### src/rtl/multdiv_pkg.sv
// multdiv_pkg: shared state/op encodings and latency constants for multdiv_seq
package multdiv_pkg;
    typedef enum logic [2:0] {IDLE, MUL, MFIN, DPRE, DIV, DFIX, DONE} state_e;
    typedef enum logic [1:0] {OP_NOP, OP_ADD, OP_SUB} booth_op_e;
    localparam int MUL_LAT = 33;
    localparam int DIV_LAT = 34;
endpackage

### src/rtl/multdiv_if.sv
// multdiv_if: start/operand/result bundle of multdiv_seq
//   master drives ctrl_MULT, ctrl_DIV, data_operandA/B; slave drives data_result,
//   data_exception, data_resultRDY
interface multdiv_if #(parameter int WIDTH = 32);
    logic             ctrl_MULT;
    logic             ctrl_DIV;
    logic [WIDTH-1:0] data_operandA;
    logic [WIDTH-1:0] data_operandB;
    logic [WIDTH-1:0] data_result;
    logic             data_exception;
    logic             data_resultRDY;
    modport master (output ctrl_MULT, ctrl_DIV, data_operandA, data_operandB,
                    input data_result, data_exception, data_resultRDY);
    modport slave (input ctrl_MULT, ctrl_DIV, data_operandA, data_operandB,
                   output data_result, data_exception, data_resultRDY);
endinterface

### src/rtl/cla_32.sv
// cla_32: WIDTH-bit adder from WIDTH/8 cla_8 slices with second-level lookahead
//   a, b, cin in; sum, cout out
module cla_32 #(parameter int WIDTH = 32) (
    input  logic [WIDTH-1:0] a,
    input  logic [WIDTH-1:0] b,
    input  logic             cin,
    output logic [WIDTH-1:0] sum,
    output logic             cout
);
    localparam int N = WIDTH / 8;
    logic [N-1:0] pg, gg, c;
    logic         cc;
    always_comb begin
        cc = cin;
        for (int k = 0; k < N; k++) begin
            c[k] = cc;
            cc   = gg[k] | (pg[k] & cc);
        end
        cout = cc;
    end
    for (genvar j = 0; j < N; j++) begin : g_slice
        cla_8 u_cla8 (.a(a[8*j+:8]), .b(b[8*j+:8]), .cin(c[j]), .s(sum[8*j+:8]), .pg(pg[j]), .gg(gg[j]));
    end
endmodule

### src/rtl/cla_8.sv
// cla_8: 8-bit carry-lookahead slice
//   a, b, cin in; s sum out; pg/gg group propagate/generate for the next lookahead level
module cla_8 (
    input  logic [7:0] a,
    input  logic [7:0] b,
    input  logic       cin,
    output logic [7:0] s,
    output logic       pg,
    output logic       gg
);
    logic [7:0] p, g;
    logic       cc;
    always_comb begin
        p  = a ^ b;
        g  = a & b;
        cc = cin;
        gg = 1'b0;
        for (int i = 0; i < 8; i++) begin
            s[i] = p[i] ^ cc;
            cc   = g[i] | (p[i] & cc);
            gg   = g[i] | (p[i] & gg);
        end
        pg = &p;
    end
endmodule

### src/rtl/multdiv_seq.sv
// multdiv_seq: sequential signed Booth multiplier / restoring divider on one shared CLA
//   clock, reset_n (async active-low); bus: multdiv_if.slave (start pulses, operands,
//   result, exception, one-cycle resultRDY). Divider present only with MULTDIV_DIV_EN.
module multdiv_seq
    import multdiv_pkg::*;
#(
    parameter int WIDTH = 32
) (
    input logic      clock,
    input logic      reset_n,
    multdiv_if.slave bus
);
    localparam logic [5:0] LAST = 6'(WIDTH - 1);
    state_e           state_q, state_d;
    booth_op_e        op;
    logic [WIDTH-1:0] p_hi_q, p_hi_d, p_lo_q, p_lo_d, a_q, a_d, res_q, res_d;
    logic [WIDTH-1:0] x, y, sum;
    logic [5:0]       cnt_q, cnt_d;
    logic             q_q, q_d, exc_q, exc_d, rdy_q, rdy_d, cin, cout, sgn;
`ifdef MULTDIV_DIV_EN
    logic             sign_q, sign_d;
`endif
    // DIV feeds the shifted remainder minus divisor; otherwise the Booth add/sub/pass
    always_comb begin
        op  = {p_lo_q[0], q_q} == 2'b01 ? OP_ADD : {p_lo_q[0], q_q} == 2'b10 ? OP_SUB : OP_NOP;
        x   = state_q == DIV ? {p_hi_q[WIDTH-2:0], p_lo_q[WIDTH-1]} : p_hi_q;
        y   = (state_q == DIV || op == OP_SUB) ? ~a_q : op == OP_ADD ? a_q : '0;
        cin = state_q == DIV || op == OP_SUB;
        // true sign of the (WIDTH+1)-bit sum, so a -2^(WIDTH-1) operand shifts correctly
        sgn = x[WIDTH-1] ^ y[WIDTH-1] ^ cout;
    end
    cla_32 #(.WIDTH(WIDTH)) u_cla (.a(x), .b(y), .cin(cin), .sum(sum), .cout(cout));
    always_comb begin
        state_d = state_q;
        p_hi_d  = p_hi_q;
        p_lo_d  = p_lo_q;
        q_d     = q_q;
        a_d     = a_q;
        cnt_d   = cnt_q;
        res_d   = res_q;
        exc_d   = exc_q;
        rdy_d   = 1'b0;
`ifdef MULTDIV_DIV_EN
        sign_d  = sign_q;
`endif
        if (bus.ctrl_MULT) begin
            state_d = MUL;
            p_hi_d  = '0;
            p_lo_d  = bus.data_operandB;
            q_d     = 1'b0;
            a_d     = bus.data_operandA;
            cnt_d   = '0;
        end else if (bus.ctrl_DIV) begin
            // rejected divides finish through MFIN with a product that reads as
            // result 0 plus overflow, so the flags land one edge later
            state_d = MFIN;
            p_hi_d  = '1;
            p_lo_d  = '0;
`ifdef MULTDIV_DIV_EN
            if (bus.data_operandB != '0) begin
                state_d = DPRE;
                p_lo_d  = bus.data_operandA;
                a_d     = bus.data_operandB;
                cnt_d   = '0;
            end
`endif
        end else begin
            case (state_q)
                MUL: begin
                    p_hi_d  = {sgn, sum[WIDTH-1:1]};
                    p_lo_d  = {sum[0], p_lo_q[WIDTH-1:1]};
                    q_d     = p_lo_q[0];
                    cnt_d   = cnt_q + 6'd1;
                    state_d = cnt_q == LAST ? MFIN : MUL;
                end
                MFIN: begin
                    res_d   = p_lo_q;
                    exc_d   = p_hi_q != {WIDTH{p_lo_q[WIDTH-1]}};
                    rdy_d   = 1'b1;
                    state_d = DONE;
                end
`ifdef MULTDIV_DIV_EN
                DPRE: begin
                    p_hi_d  = '0;
                    p_lo_d  = p_lo_q[WIDTH-1] ? -p_lo_q : p_lo_q;
                    a_d     = a_q[WIDTH-1] ? -a_q : a_q;
                    sign_d  = p_lo_q[WIDTH-1] ^ a_q[WIDTH-1];
                    state_d = DIV;
                end
                DIV: begin
                    p_hi_d  = cout ? sum : x;
                    p_lo_d  = {p_lo_q[WIDTH-2:0], cout};
                    cnt_d   = cnt_q + 6'd1;
                    state_d = cnt_q == LAST ? DFIX : DIV;
                end
                DFIX: begin
                    res_d   = sign_q ? -p_lo_q : p_lo_q;
                    // a positive quotient of 2^(WIDTH-1) only arises from MIN / -1
                    exc_d   = !sign_q && p_lo_q[WIDTH-1];
                    rdy_d   = 1'b1;
                    state_d = DONE;
                end
`endif
                default: state_d = IDLE;
            endcase
        end
    end
    always_ff @(posedge clock or negedge reset_n) begin
        if (!reset_n) begin
            state_q <= IDLE;
            p_hi_q  <= '0;
            p_lo_q  <= '0;
            q_q     <= 1'b0;
            a_q     <= '0;
            cnt_q   <= '0;
            res_q   <= '0;
            exc_q   <= 1'b0;
            rdy_q   <= 1'b0;
        end else begin
            state_q <= state_d;
            p_hi_q  <= p_hi_d;
            p_lo_q  <= p_lo_d;
            q_q     <= q_d;
            a_q     <= a_d;
            cnt_q   <= cnt_d;
            res_q   <= res_d;
            exc_q   <= exc_d;
            rdy_q   <= rdy_d;
        end
    end
`ifdef MULTDIV_DIV_EN
    always_ff @(posedge clock or negedge reset_n) begin
        if (!reset_n) sign_q <= 1'b0;
        else sign_q <= sign_d;
    end
`endif
    assign bus.data_result    = res_q;
    assign bus.data_exception = exc_q;
    assign bus.data_resultRDY = rdy_q;
endmodule

### src/flat_wrapper.sv
// flat-port wrapper written by rule: the top's interface ports become plain ports
module multdiv_seq_flat import multdiv_pkg::*;
#(
    parameter int WIDTH = 32
)
  (clock, reset_n, bus_ctrl_MULT, bus_ctrl_DIV, bus_data_operandA, bus_data_operandB, bus_data_result, bus_data_exception, bus_data_resultRDY);
  multdiv_if #(.WIDTH(WIDTH)) bus_i ();
  input logic clock;
  input logic reset_n;
  input wire logic [$bits(bus_i.ctrl_MULT)-1:0] bus_ctrl_MULT;
  input wire logic [$bits(bus_i.ctrl_DIV)-1:0] bus_ctrl_DIV;
  input wire logic [$bits(bus_i.data_operandA)-1:0] bus_data_operandA;
  input wire logic [$bits(bus_i.data_operandB)-1:0] bus_data_operandB;
  output wire logic [$bits(bus_i.data_result)-1:0] bus_data_result;
  output wire logic [$bits(bus_i.data_exception)-1:0] bus_data_exception;
  output wire logic [$bits(bus_i.data_resultRDY)-1:0] bus_data_resultRDY;
  assign bus_i.ctrl_MULT = bus_ctrl_MULT;
  assign bus_i.ctrl_DIV = bus_ctrl_DIV;
  assign bus_i.data_operandA = bus_data_operandA;
  assign bus_i.data_operandB = bus_data_operandB;
  assign bus_data_result = bus_i.data_result;
  assign bus_data_exception = bus_i.data_exception;
  assign bus_data_resultRDY = bus_i.data_resultRDY;
  multdiv_seq #(.WIDTH(WIDTH)) u_core (.clock(clock), .reset_n(reset_n), .bus(bus_i));
endmodule
### config.mk
export PLATFORM = sky130hd
export DESIGN_NAME = multdiv_seq_flat
export DESIGN_NICKNAME = d
export VERILOG_FILES = /design/src/rtl/multdiv_pkg.sv /design/src/rtl/multdiv_if.sv /design/src/rtl/cla_32.sv /design/src/rtl/cla_8.sv /design/src/rtl/multdiv_seq.sv /design/src/flat_wrapper.sv
export SDC_FILE = /design/constraint.sdc
export NUM_CORES = 1
export LEC_CHECK = 0
export BUFFER_PORTS_ARGS = -buffer_cell sky130_fd_sc_hd__buf_2
export CAP_MARGIN = 15
export CORE_MARGIN = 2
export CORE_UTILIZATION = 40
export CTS_BUF_LIST = sky130_fd_sc_hd__clkbuf_4 sky130_fd_sc_hd__clkbuf_8
export DETAILED_ROUTE_END_ITERATION = 16
export PLACE_DENSITY = 0.6
export SYNTH_ARGS = -nofsm -noshare
export SYNTH_HDL_FRONTEND = slang
export SYNTH_SLANG_ARGS = --single-unit
### constraint.sdc
create_clock -name clock -period 16.15 [get_ports clock]
set_input_delay 2.4225 -clock clock [delete_from_list [all_inputs] [get_ports clock]]
set_output_delay 2.4225 -clock clock [all_outputs]
set_load 0.03 [all_outputs]
Word-level counts from Yosys, hierarchy flattened
Cells that the tools add are included.

word-level totals
  memories = 0
  bits in registers = 140
  bits in writable memories = 0
  latch bits = 0
  input bits = 68
  output and inout port bits = 34
  memory bits (read-only) = 0

cells by class
  $mul = 0
  equal/unequal tests = 10
  divide/modulo/power cells = 0
  magnitude comparators = 0
  muxes and demuxes = 24
  shift operators = 0
  reduce and logical (&&, ||, !) cells = 9
  add/sub/neg operators = 1
  bitwise logic cells = 165

operators with widths
  operator                                        count
  2-to-1 mux 32 bit                               9
  AND 1 bit                                       60
  OR 1 bit                                        60
  bitwise XOR 1 bit                               34
  AND 8 bit                                       4
  inequality test 32 bit                          1
  inverter 32 bit                                 1
  AND reduction 8 bit                             4
  bitwise XOR 8 bit                               4
  2-to-1 mux 6 bit                                3
  adder 6 x 1 -> 6 bit (second input constant)    1
  == test 6 x 5 -> 1 bit (second input constant)  1
  2-to-1 mux 1 bit                                6
  2-to-1 mux 2 bit                                3
  2-to-1 mux 3 bit                                2
  case mux 3 bit (2 select lines)                 1
  == test 2 x 1 -> 1 bit (second input constant)  2
  == test 2 bit (second input constant)           2
  == test 3 x 1 -> 1 bit (second input constant)  1
  == test 3 x 2 -> 1 bit (second input constant)  1
  == test 3 bit (second input constant)           1
  AND reduction 3 bit                             1
  nonzero test 3 bit                              1
  inequality test 2 bit (second input constant)   1
  other kinds (4)                                 5

Longest topological paths before layout
  depth after elaboration = 44
  mapped depth = 23
  gate-level depth less buffers = 21

Cells and area by module
A second synthesis with hierarchy kept.

second synthesis, totals
  cell total of the unflattened synthesis = 742
  area, all modules = 8064.0 um^2

by module, submodules not included
  module                                       instances  cells an instance  area each (um^2)
  multdiv_seq                                  1          608                6645.1
  cla_8 at u_core.u_cla.g_slice[0].u_cla8 ...  3          32                 349.1
  cla_8 at u_core.u_cla.g_slice[2].u_cla8      1          33                 332.8
  cla_32                                       1          5                  38.8

Worst setup path before layout
Ideal clock, no wire load.

  kind = register to register
  start = register, netlist name u_core.bus.data_resultRDY
  end = register u_core.p_hi_q[29]
  setup time = 0.132 ns
  clock period less this slack = 6.344 ns
  stages on the path, launching flop included = 21
  path slack = 9.806 ns
  data required time = 16.018 ns
  buffers on the path = 2
  data arrival time = 6.212 ns
  cells stage by stage = dfrtp_1 -> or3b_1 -> buf_6 -> nand3b_1 -> clkbuf_1 -> a21oi_1 -> ha_1 -> nand4_1 -> or3_1 -> o21a_1 -> o31a_1 -> fa_1 -> fa_1 -> fa_1 -> fa_1 -> fa_1 -> fa_1 -> fa_1 -> nor2_1 -> a211oi_1 -> nor2_1

RTL lines
  item                    line                RTL
  end signal: assignment  multdiv_seq.sv:121  p_hi_q <= p_hi_d;
  end: declaration        multdiv_seq.sv:16   logic [WIDTH-1:0] p_hi_q, p_hi_d, p_lo_q, p_lo_d, a_q, a_d, res_q, res_d;

==> run_results.csv <==
group,metric,value,unit
global_route,overflow,0,
place,gp_congestion,0.833,
drt,wl_per_cell,16.2,um
drt,vias_per_cell,5.18,
synthesis,syn_inst,772,
drt,drt-pass1-iter-count,5,
critical_path,required,16.47,ns
run,maxCapViolations,0,
die,rows,51,
run_status,status,"finished clean",
synthesis,yosys.area.top_type,"dfrtp_1",
drt,wl,18400,um
synthesis,synth_top_area_share,43.2,%
synthesis,synth-xor-area-share,0.979,%
synthesis,synth_mux_area_share,16.9,%
drt,drtIter0Drc,287,
synthesis,yosysUniqueCellTypes,50,
die,io_pins,102,
synthesis,synth.most_common_cell,"dfrtp_1",
clock_network,clock_latency,0.46,ns
clock_network,numCtsBuffers,17,
synthesis,syn_nets,901,
synthesis,synthAdderAreaFrac,12.1,%
synthesis,netlist_area,0.00805,mm2
cells_and_area,fin_cells,1135,
timing,timing.fmax,142,MHz
global_route,grt_usage,18.0,%
synthesis,synth_area_leaders,"dfrtp_1 43%, mux2_2 11%, fa_1 7.0%",
global_route,grt_max_degree,74,
global_route,antenna_found_initial,1,
critical_path,critPathCaptureType,"register",
cells_and_area,syn2layout_area_growth,14.4,%
timing,hold_slack,0.498,ns
clock_network,cts_root_buffer,"clkbuf_8",
cells_and_area,drive_gt1_share,25.9,%
drt,drc,0,
synthesis,synth-async-reset-ratio,100,%
place,placed_cells,1104,
clock_network,cts.repair.resized,0,
critical_path,cp-start-kind,"register",
clock_network,path_clk_slew,0.08,ns
critical_path,crit_arrival,7.36,ns
critical_path,path_class,"register to register",
clock_network,ctsHtreeMaxLevel,4,
clock_network,cts_setup_buffers,0,
synthesis,syn_area_per_cell,10.4,um2
timing,finalCritPeriodShare,43.6,%
global_route,grt_pass1_vias,6032,
synthesis,ys_ff_latch,139,
synthesis,seq_area_frac_synth,43.2,%
synthesis,synth_common_cells,"139 x dfrtp_1, 96 x nand2_1, 76 x mux2_2",
timing,fin_skew,0.0161,ns
timing,rsz0062_at_grt,"no",
synthesis,synth_top_flop_cell,"dfrtp_1",
cells_and_area,n_antenna_cell,0,
timing,hold_viol,0,
cells_and_area,final_util,47.0,%
timing,report.final.slew_viol_count,0,
timing,relSlewSlack,30.5,%
global_route,grt_pass1_wl,30800,um
power,ir_drop,0.0000633,V
synthesis,synth_top_family_by_area,"multiplexers",
place,hpwlAfterDp,12500,um
place,io_buffer_count,101,
synthesis,yosysWarnings,0,
power,leakage,4.46,nW
clock_network,cts_hold_buffers,0,
timing,setup-tns-final,0,ns
clock_network,cts_tree,"yes",
die,coreArea,0.0196,mm2
die,start_util,41.1,%
synthesis,synth-edff-count,0,
critical_path,worstPathMaxFanout,28,
power,power.density,112,mW/mm2
die,die_h,146,um
timing,fin_crit,7.04,ns
clock_network,cts.sinks,139,
die,chipWidth,146,um
timing,finalSetupViolCount,0,
synthesis,synthSimpleGateAreaFrac,11.1,%
drt,vias,5874,
die,dieArea,0.0213,mm2
timing,worstMarginPinSlew,1.04,ns
synthesis,synth_compound_area_share,11.5,%
drt,antenna_left,0,
hold_path,min_path_type,"register to register",
clock_network,cts_buffer_depth,2,
cells_and_area,nNetsFinal,987,
state kept, by name, summed over array words and instances (netlist names):
name / count
u_core.bus.data_resultRDY: 1
u_core.q_q: 1
u_core.state_q: 2
u_core.bus.data_exception: 1
u_core.bus.data_result: 32
u_core.p_lo_q: 32
u_core.cnt_q: 6
u_core.a_q: 32
u_core.p_hi_q: 32
logic make-up (layout without fill, tap and decap cells):
family / after synthesis / in the layout
flops: 139 / 139
xor+xnor: 9 / 9
compound gates: 152 / 152
fa+ha+maj: 61 / 61
mux: 126 / 126
buf+inv: 86 / 184
simple gates: 199 / 199
power breakdown:
| group | internal [mW] | switching [mW] |
|---|---|---|
| Combinational | 0.118 | 0.168 |
| Clock | 0.173 | 0.146 |
| Sequential | 0.392 | 0.0375 |
worst paths after layout:
path	from	end	slack, ns	depth (start not counted)
max	u_core.bus.data_resultRDY	u_core.p_hi_q[29]	9.11	21
min	u_core.bus.data_result[9]	u_core.bus.data_result[9]	0.50	1
max reg2reg	u_core.bus.data_resultRDY	u_core.p_hi_q[29]	9.11	21
min reg2reg	u_core.bus.data_result[9]	u_core.bus.data_result[9]	0.50	1
max in group asynchronous	reset_n	u_core.p_lo_q[1]	12.81	2
min in group asynchronous	reset_n	u_core.p_hi_q[22]	1.97	1
layer usage:
layer / track usage [%] / up-vias / wire, um
li1: - / 2863 / -
met1: 23.4 / 2885 / 8660
met2: 29.2 / 114 / 8500
met3: 5.61 / 12 / 1060
met4: 4.75 / 0 / 161
met5: 0 / - / 0
per-stage QoR:
step                      setup slack (ns)  cell area, um2  power, mW
final                                 9.11            9210       1.03
after global routing                  8.72            9210       1.10
after CTS                             9.09            9210       1.05
after detailed placement              9.11            8780      0.723
after global placement                9.27            8780      0.722
after floorplan                       9.81            8050      0.635
cells in the final DEF, fill, tap and decap left out, types with 2 or more instances in the layout:
| master | instances |
|---|---|
| clkbuf_8 | 17 |
| a31oi_1 | 12 |
| ha_1 | 33 |
| nand3_1 | 4 |
| dfrtp_1 | 139 |
| buf_4 | 9 |
| clkbuf_4 | 2 |
| o21ai_0 | 54 |
| nor4_1 | 6 |
| nor3_1 | 10 |
| nand3b_1 | 3 |
| nor2_1 | 51 |
| nor2b_1 | 2 |
| a21o_1 | 2 |
| nand2b_1 | 2 |
| xor2_1 | 7 |
| inv_1 | 44 |
| mux2_2 | 76 |
| inv_6 | 5 |
| nor3b_2 | 2 |
| fa_1 | 28 |
| nand2_1 | 96 |
| o21a_1 | 20 |
| a21oi_1 | 37 |
| xnor2_1 | 2 |
| nand4_1 | 14 |
| bufinv_16 | 4 |
| o211ai_1 | 2 |
| a211oi_1 | 14 |
| buf_2 | 99 |
| mux2i_1 | 49 |
worst max-delay path, stage by stage, from the launching register on:
cell	delay, ns
dfrtp_1	0.50
or3b_1	0.37
buf_4	0.27
nand3b_1	0.54
buf_4	0.35
nand2_1	0.08
o21a_1	0.12
ha_1	0.27
nand2_1	0.05
or3_1	0.39
o21a_1	0.22
o31a_1	0.33
fa_1	0.38
fa_1	0.38
fa_1	0.38
fa_1	0.40
fa_1	0.46
fa_1	0.47
fa_1	0.55
nor2_1	0.04
a211oi_1	0.26
nor2_1	0.06
area by class of cell:
| type | instances | area [um2] |
|---|---|---|
| multi-input cells | 547 | 4230 |
| clock inverters | 12 | 185 |
| inverters | 44 | 165 |
| fillers | 1899 | 10400 |
| flip-flops and latches | 139 | 3480 |
| repair buffers | 109 | 574 |
| clock buffers | 19 | 249 |
| well taps | 265 | 332 |
(Power assumes the default switching activity.)
